File: src/rtl/audio_i2s_tx.sv
// audio_i2s_tx: serialises 16-bit stereo pairs from a one-deep holding buffer into an I2S stream.
// Build option: define AUDIO_I2S_TX_UNDERRUN_MUTE_EN to send a silent frame on underrun instead of repeating the last pair.
module audio_i2s_tx #(
    parameter int unsigned CLK_DIV = 4,
    parameter int unsigned SLOT_W  = 16
) (
    input  logic        clk,
    input  logic        reset_n,
    input  logic [15:0] in_l,
    input  logic [15:0] in_r,
    input  logic        in_valid,
    output logic        in_ready,
    output logic        i2s_bclk,
    output logic        i2s_lrck,
    output logic        i2s_sdata,
    output logic        frame_start,
    output logic        underrun
);

    localparam int unsigned SAMPLE_W = 16;
    localparam int unsigned IDX_W    = $clog2(SAMPLE_W);
    localparam int unsigned DIV_W    = (CLK_DIV > 1) ? $clog2(CLK_DIV) : 1;
    localparam int unsigned BIT_W    = $clog2(2 * SLOT_W);

    localparam logic [DIV_W-1:0] DIV_LAST  = DIV_W'(CLK_DIV - 1);
    localparam logic [BIT_W-1:0] BIT_LAST  = BIT_W'(2 * SLOT_W - 1);
    localparam logic [BIT_W-1:0] LR_FIRST  = BIT_W'(SLOT_W - 1);
    localparam logic [BIT_W-1:0] LR_LAST   = BIT_W'(2 * SLOT_W - 2);
    localparam logic [BIT_W-1:0] R_BASE    = BIT_W'(SLOT_W);
    localparam logic [BIT_W-1:0] MSB_POS   = BIT_W'(SAMPLE_W - 1);
    localparam logic [BIT_W-1:0] DATA_BITS = BIT_W'(SAMPLE_W);

    logic [DIV_W-1:0]    div_cnt_q, div_cnt_d;
    logic [BIT_W-1:0]    bit_cnt_q, bit_cnt_d;
    logic                bclk_q, bclk_d;
    logic                lrck_q, lrck_d;
    logic                sdata_q, sdata_d;
    logic                buf_full_q, buf_full_d;
    logic [SAMPLE_W-1:0] buf_l_q, buf_l_d, buf_r_q, buf_r_d;
    logic [SAMPLE_W-1:0] frm_l_q, frm_l_d, frm_r_q, frm_r_d;
    logic                in_ready_q, in_ready_d;
    logic                frame_start_q, frame_start_d;
    logic                underrun_q, underrun_d;

    logic                div_wrap, fall_edge, boundary, accept;
    logic [BIT_W-1:0]    bit_nxt, r_rel;

    // Divider, handshake, frame load and next serial bit
    always_comb begin
        div_cnt_d     = div_cnt_q;
        bit_cnt_d     = bit_cnt_q;
        bclk_d        = bclk_q;
        lrck_d        = lrck_q;
        sdata_d       = sdata_q;
        buf_full_d    = buf_full_q;
        buf_l_d       = buf_l_q;
        buf_r_d       = buf_r_q;
        frm_l_d       = frm_l_q;
        frm_r_d       = frm_r_q;
        frame_start_d = 1'b0;
        underrun_d    = 1'b0;

        div_wrap  = (div_cnt_q == DIV_LAST);
        fall_edge = div_wrap && bclk_q;
        bit_nxt   = (bit_cnt_q == BIT_LAST) ? '0 : bit_cnt_q + 1'b1;
        boundary  = fall_edge && (bit_nxt == '0);
        accept    = in_valid && in_ready_q;
        r_rel     = bit_nxt - R_BASE;

        div_cnt_d = div_wrap ? '0 : div_cnt_q + 1'b1;
        if (div_wrap) begin
            bclk_d = ~bclk_q;
        end

        if (accept) begin
            buf_full_d = 1'b1;
            buf_l_d    = in_l;
            buf_r_d    = in_r;
        end

        // A coincident accept on an empty buffer is held for the following frame.
        if (boundary) begin
            frame_start_d = 1'b1;
            if (buf_full_q) begin
                frm_l_d    = buf_l_q;
                frm_r_d    = buf_r_q;
                buf_full_d = 1'b0;
            end else begin
                underrun_d = 1'b1;
`ifdef AUDIO_I2S_TX_UNDERRUN_MUTE_EN
                frm_l_d    = '0;
                frm_r_d    = '0;
`endif
            end
        end

        if (fall_edge) begin
            bit_cnt_d = bit_nxt;
            lrck_d    = (bit_nxt >= LR_FIRST) && (bit_nxt <= LR_LAST);
            if (bit_nxt < DATA_BITS) begin
                sdata_d = frm_l_d[IDX_W'(MSB_POS - bit_nxt)];
            end else if ((bit_nxt >= R_BASE) && (r_rel < DATA_BITS)) begin
                sdata_d = frm_r_d[IDX_W'(MSB_POS - r_rel)];
            end else begin
                sdata_d = 1'b0;
            end
        end

        in_ready_d = ~buf_full_d;
    end

    always_ff @(posedge clk or negedge reset_n) begin
        if (!reset_n) begin
            div_cnt_q     <= '0;
            bit_cnt_q     <= BIT_LAST;
            bclk_q        <= 1'b0;
            lrck_q        <= 1'b0;
            sdata_q       <= 1'b0;
            buf_full_q    <= 1'b0;
            buf_l_q       <= '0;
            buf_r_q       <= '0;
            frm_l_q       <= '0;
            frm_r_q       <= '0;
            in_ready_q    <= 1'b1;
            frame_start_q <= 1'b0;
            underrun_q    <= 1'b0;
        end else begin
            div_cnt_q     <= div_cnt_d;
            bit_cnt_q     <= bit_cnt_d;
            bclk_q        <= bclk_d;
            lrck_q        <= lrck_d;
            sdata_q       <= sdata_d;
            buf_full_q    <= buf_full_d;
            buf_l_q       <= buf_l_d;
            buf_r_q       <= buf_r_d;
            frm_l_q       <= frm_l_d;
            frm_r_q       <= frm_r_d;
            in_ready_q    <= in_ready_d;
            frame_start_q <= frame_start_d;
            underrun_q    <= underrun_d;
        end
    end

    assign in_ready    = in_ready_q;
    assign i2s_bclk    = bclk_q;
    assign i2s_lrck    = lrck_q;
    assign i2s_sdata   = sdata_q;
    assign frame_start = frame_start_q;
    assign underrun    = underrun_q;

endmodule

File: config.mk
export PLATFORM = sky130hd
export DESIGN_NAME = audio_i2s_tx
export DESIGN_NICKNAME = d
export VERILOG_FILES = /design/src/rtl/audio_i2s_tx.sv
export SDC_FILE = /design/constraint.sdc
export NUM_CORES = 1
export LEC_CHECK = 0
export ABC_AREA = 1
export CAP_MARGIN = 5
export CORE_MARGIN = 3
export CORE_UTILIZATION = 45
export CTS_CLUSTER_DIAMETER = 100
export DETAILED_ROUTE_END_ITERATION = 7
export PLACE_DENSITY = 0.66
export RECOVER_POWER = 100
export SYNTH_ARGS = -nofsm -noshare
export SYNTH_HDL_FRONTEND = slang
export SYNTH_SLANG_ARGS = --single-unit
File: constraint.sdc
create_clock -name clk -period 4.1 [get_ports clk]
set_clock_uncertainty 0.05 [all_clocks]
set_input_delay 1.23 -clock clk [delete_from_list [all_inputs] [get_ports clk]]
set_output_delay 1.23 -clock clk [all_outputs]
set_load 0.05 [all_outputs]
* After elaboration in Yosys (flattened, before gate mapping)
Cells that the tools add are included.
** Storage, ports and cells
- Input bits :: 35
- Output and inout bits :: 6
- Register bits after elaboration :: 78
** Operators by class
- Equal/unequal tests :: 2
- Add/sub/neg operators :: 5
- Mux-type cells :: 18
- Bitwise logic cells :: 2
- Reductions and logical operators :: 6
- Order comparisons :: 7
** Operator list (number)
- two-way mux 16 bit :: 4
- less-than comparator 4 x 5 -> 1 bit, second input constant :: 2
- less-than comparator 5 bit, second input constant :: 2
- two-way mux 1 bit :: 10
- binary-select mux 1 bit (select 4 bit) :: 2
- subtractor 4 bit, first input constant :: 2
- adder 5 x 1 -> 5 bit, second input constant :: 1
- equality test 5 bit, second input constant :: 1
- greater-or-equal comparator 5 x 4 -> 1 bit, second input constant :: 1
- greater-or-equal comparator 5 bit, second input constant :: 1
- <= comparator 5 bit, second input constant :: 1
- logical AND 1 bit :: 5
- logical NOT 5 bit :: 1
- two-way mux 5 bit :: 1
- subtractor 5 bit, second input constant :: 1
- adder 2 x 1 -> 2 bit, second input constant :: 1
- equality test 2 bit, second input constant :: 1
- two-way mux 2 bit :: 1
- NOT 1 bit :: 2

* Longest topological paths before layout
- Depth after elaboration :: 9
- Mapped depth :: 19

* Worst setup path before layout
OpenSTA, ideal clock, no wires.
- Path type :: flip-flop to flip-flop
- Start :: register bit_cnt_q[0]
- End :: register sdata_q (netlist: i2s_sdata)
- Required time :: 3925 ps
- Path slack :: 1657 ps
- Arrival time :: 2268 ps
- Buffers on the path :: 1
- Library setup time :: 125 ps
- Period minus slack after synthesis :: 2443 ps
- Stages on the path, launching flop included :: 18
- Cells stage by stage :: dfstp_2 -> ha_1 -> inv_1 -> nor2_1 -> ha_1 -> inv_1 -> nand4_1 -> a21oi_4 -> nand2_4 -> inv_2 -> buf_6 -> nand2_1 -> nand3_1 -> nand3_1 -> a21boi_0 -> nor2_1 -> nand2_1 -> nand3_1
** On the way
- Word-level cells in the longest chain between the ends :: 9
- Elaborated cells on any way between the ends :: 20
- Those cells by class :: add/sub (4); order compare (3); eq/ne (1); mux (9); reduce/logical (3)
** Ends and longest elaborated chain
- from (decl) :: RTL line 34 : logic [BIT_W-1:0] bit_cnt_q, bit_cnt_d;
- from (signal assigned) :: RTL line 129 : bit_cnt_q <= bit_cnt_d;
- adder 5 x 1 -> 5 bit / equality test 5 bit (equally long branches) :: RTL line 65 : bit_nxt = (bit_cnt_q == BIT_LAST) ? '0 : bit_cnt_q + 1'b1;
- two-way mux 5 bit * :: RTL line 65
- named net bit_nxt[4] :: RTL line 46 : logic [BIT_W-1:0] bit_nxt, r_rel;
- logical NOT 5 bit * :: RTL line 66 : boundary = fall_edge && (bit_nxt == '0);
- logical AND 1 bit * :: RTL line 66
- named net boundary :: RTL line 45 : logic div_wrap, fall_edge, boundary, accept;
- two-way mux 16 bit :: RTL line 82 : if (boundary) begin
- binary-select mux 1 bit (select 4 bit) :: RTL line 103 : sdata_d = frm_r_d[IDX_W'(MSB_POS - r_rel)];
- two-way mux 1 bit (not written as such) :: RTL line 103
- two-way mux 1 bit :: RTL line 102 : end else if ((bit_nxt >= R_BASE) && (r_rel < DATA_BITS)) begin
- two-way mux 1 bit * :: RTL line 100 : if (bit_nxt < DATA_BITS) begin
- to (signal assigned) :: RTL line 132 : sdata_q <= sdata_d;
- to (decl) :: RTL line 37 : logic sdata_q, sdata_d;
Mark *: on every way through the listed nets, which the timed path passes. The rest lies on a longest branch. The select of a mux whose other input is x is not followed.
A chain may end at the register's enable or synchronous reset.

* Worst setup path after layout
- Start :: register bit_cnt_q[0]
- End :: register sdata_q (netlist: i2s_sdata)
** On the way
- Word-level cells in the longest chain between the ends :: 9
- Elaborated cells on any way between the ends :: 20
- Those cells by class :: add/sub (4); order compare (3); eq/ne (1); mux (9); reduce/logical (3)
** Ends and longest elaborated chain
- adder 5 x 1 -> 5 bit / equality test 5 bit (equally long branches) :: RTL line 65
- two-way mux 5 bit * :: RTL line 65
- named net bit_nxt[4] :: RTL line 46
- logical NOT 5 bit * :: RTL line 66
- logical AND 1 bit * :: RTL line 66
- two-way mux 16 bit * :: RTL line 82
- named net frm_r_d[15] :: RTL line 40 : logic [SAMPLE_W-1:0] frm_l_q, frm_l_d, frm_r_q, frm_r_d;
- binary-select mux 1 bit (select 4 bit) * :: RTL line 103
- two-way mux 1 bit (not written as such) * :: RTL line 103
- two-way mux 1 bit * :: RTL line 102
- two-way mux 1 bit * :: RTL line 100
Marked as above.

==> summary.txt <==
Status: finished, violations left
Failing checks: capacitance limit, slew limit
Die Footprint: 9920 sq um
Complex-gate fraction of the synthesized area: 3.90%
RR Startpoint: bit_cnt_q[0]
Final Max Slew Viols: 113
CTS clock-pin slew for the worst setup and hold paths: 0.08 ns
DR vias: 3150
Post-synthesis mux area share: 9.14%
Sw Pwr: 0.451 mW
Fmax: 0.297 GHz
Vias in the first global route: 3031
Synth-to-layout area growth: 17.5%
Crit Reg-Reg Endpoint: i2s_sdata
Port bufs: 40
Rows: 33
Worst path buffer plus inverter count: 5
Filler Cell Count: 775
CP endpoint: i2s_sdata
R2R setup slack: 0.73 ns
Core area: 8380 sq um
DP Worst Slack: 0.959 ns
YS warnings: 0
Root Buffer: clkbuf_8
R2R cell count: 19
Setup TNS: 0 ns
Actual slew at the worst max-slew pin: 1.94 ns
Routability cong.: 0.822
Total gr overflow: 0
Setup crit end kind: register
Initial antenna violation count: 0
Drt first pass iters: 4
Distinct cells, synth: 26
I/O Pins: 41
# resized after CTS: 0
Antenna Nets Post-Route: 0
Die Width: 99.6 microns
Largest family of logic cells by synthesized area: simple AND/OR/NAND/NOR gates
Synth Register Bits: 78
Global-route wire length before repair: 14.0 mm
Buffer depth of the longest clock path: 2
Via density: 5.04
Nets: 555
Area of the multi-input gates: 1680 sq um
Die Ht: 99.6 microns
CTS buffer count: 9
Critical path required time: 4.28 ns
Initial Utilization: 47.0%
DRC viols: 0
Non-filler instance count after layout: 625
Switching share of power: 23.3%
Syn_nets: 519
Slowest CP cell: dfstp_1
Crit path max-delay family: simple AND/OR/NAND/NOR gates
Syn avg cell area: 8.23 sq um
Max cap viols: 2
Worst Setup Start Kind: register
Cell total after placement: 609
RSZ-0062 raised after global routing: no
Yosys top cell by area: dfrtp_1
DP Area: 4400 sq um
Hold_ws: 0.380 ns
Seq pwr share: 49.2%
CTS sink cnt: 78
Crit path top cell by count: nand2_1
Largest net degree at the start of global routing: 79
CTS Hold Bufs: 0
Clk_lat worst skew: 0.34 ns
Setup WS post-layout: 0.730 ns
Design area: 4630 sq um
Synth Area in XOR/XNOR: 0%
Final setup vio count: 0
Synthesized cell area: 3940 sq um
Leakage: 2.41 nW
1st-iter DRT viols: 180
Final wirelength: 8.23 mm
Internal power: 1.49 mW
Period minus WS final: 3.37 ns
Worst Path Arrival: 3.55 ns
Seq/Total Area, Yosys: 49.7%
Post-CTS setup buffer count: 0
Final count of hold timing violations: 0
Register Area: 1960 sq um
Hold Crit Class: reg -> reg
Crit Path Class: reg -> reg
Post-Synth Simple-Gate Area: 27.9%
Setup crit start: bit_cnt_q[0]
CP Max Fanout: 35
GRT Resource Usage Total: 17.6%
Max incr delay on CP: 0.62 ns
Gate power share: 14.3%
CTS tree: built
Clock power share: 36.6%
Avg WL per Cell: 13.2 microns
Main area contributors after synthesis: dfrtp_1 46%, nand2_1 16%, mux2_2 9.1%
Tcrit/Tclk final: 82.2%
Layout cells sized above 1: 11.3%
Synthesized instance count: 479
CTS H-tree depth: 3
Post-synth top area share: 45.7%
Dpl hpwl: 5.38 mm
Adder-cell area share of the yosys netlist: 1.59%
Max VDD drop: 0.228 mV
Ant diodes: 0
Slew HR: -29.2%
Pwr dens: 418 nW/um^2
CP cell instances: ha_1 -> inv_1 -> nor2_1 -> ha_1 -> inv_1 -> nand4_1 -> a21oi_4 -> buf_4 -> nand2_4 -> inv_1 -> nand2_1 -> nand2_1 -> clkinv_1 -> nand2_1 -> nand3_1 -> nand2_1 -> nand3_1 -> nand2_1 -> nand3_1
CP Depth: 19
power by group through the flow:
stage	logic (mW)	clock network (mW)	registers [mW]
after floorplan	0.201	0	0.945
after global placement	0.280	0	0.963
after detailed placement	0.281	0	0.971
after CTS	0.283	0.730	0.955
after global routing	0.312	0.765	0.971
final	0.277	0.709	0.953
sequential cells by signal, indices dropped and copies added, names as in the netlist:
signal	cells
buf_full_q	1
i2s_bclk	1
frame_start	1
div_cnt_q	2
frm_l_q	16
i2s_lrck	1
underrun	1
in_ready	1
frm_r_q	16
buf_l_q	16
buf_r_q	16
i2s_sdata	1
bit_cnt_q	5
how the worst min path moves through the flow:
stage | slack [ns] | depth (start not counted) | to | start
2_1_floorplan | 0.35 | 1 | div_cnt_q[0] | div_cnt_q[0]
3_3_place_gp | 0.36 | 1 | div_cnt_q[0] | div_cnt_q[0]
3_5_place_dp | 0.37 | 1 | div_cnt_q[0] | div_cnt_q[0]
4_1_cts | 0.38 | 1 | div_cnt_q[0] | div_cnt_q[0]
5_1_grt | 0.42 | 1 | div_cnt_q[0] | div_cnt_q[0]
6_report | 0.38 | 1 | div_cnt_q[0] | div_cnt_q[0]
per-layer routing:
layer / global-route usage (%) / vias up / wire length, microns
met5: 0 / - / 0
met4: 7.35 / 0 / 175
met3: 4.07 / 15 / 426
met2: 28.4 / 81 / 3790
met1: 22.9 / 1468 / 3840
li1: - / 1586 / -
layout by cell type (no fill, tap or decap), types with 2 or more instances in the layout:
cell type,count
a21oi_1,17
buf_4,3
bufinv_16,3
clkbuf_1,4
clkbuf_8,11
clkdlybuf4s50_1,32
clkinv_1,2
dfrtp_1,72
dfstp_2,5
dlygate4sd3_1,7
ha_1,5
inv_1,48
mux2_2,32
nand2_1,165
nand3_1,60
nor2_1,37
o21ai_0,6
per-stage QoR:
stage | power (mW) | util (%)
final | 1.94 | 55.3
after global routing | 2.05 | 55.3
after CTS | 1.97 | 55.4
after detailed placement | 1.25 | 52.4
after global placement | 1.24 | 52.4
after floorplan | 1.15 | -
Yosys cell counts:
cell type / count
o21ai_0: 6
nor2_1: 37
dfstp_2: 6
inv_1: 45
nand2_4: 1
inv_2: 5
a21oi_1: 17
buf_4: 2
a211oi_1: 1
nor3_1: 1
clkinv_1: 1
ha_1: 5
clkbuf_1: 3
nand2_2: 1
dfrtp_1: 72
mux2_2: 32
nand4_1: 1
buf_2: 7
a21oi_4: 1
o21a_1: 1
buf_6: 3
nand3_1: 60
nand2_1: 164
a21boi_0: 1
nand3_4: 1
buf_1: 5
final cells by class:
class	count	share of cell area, %
Tap cell	105	2.84
Multi-Input combinational cell	330	36.2
Clock buffer	13	3.43
Clock inverter	3	1.94
Timing Repair Buffer	45	9.18
Inverter	51	4.13
Sequential cell	78	42.3
logic make-up (layout without fill, tap and decap cells):
logic type               count (synthesis)  after routing
AND/OR/NAND/NOR                        266            266
buffers and inverters                   71            112
multiplexers                            32             32
flip-flops                              78             78
AO/OA/AOI/OAI                           27             27
adder cells (fa/ha/maj)                  5              5
Power figures use the tool's default switching activity.
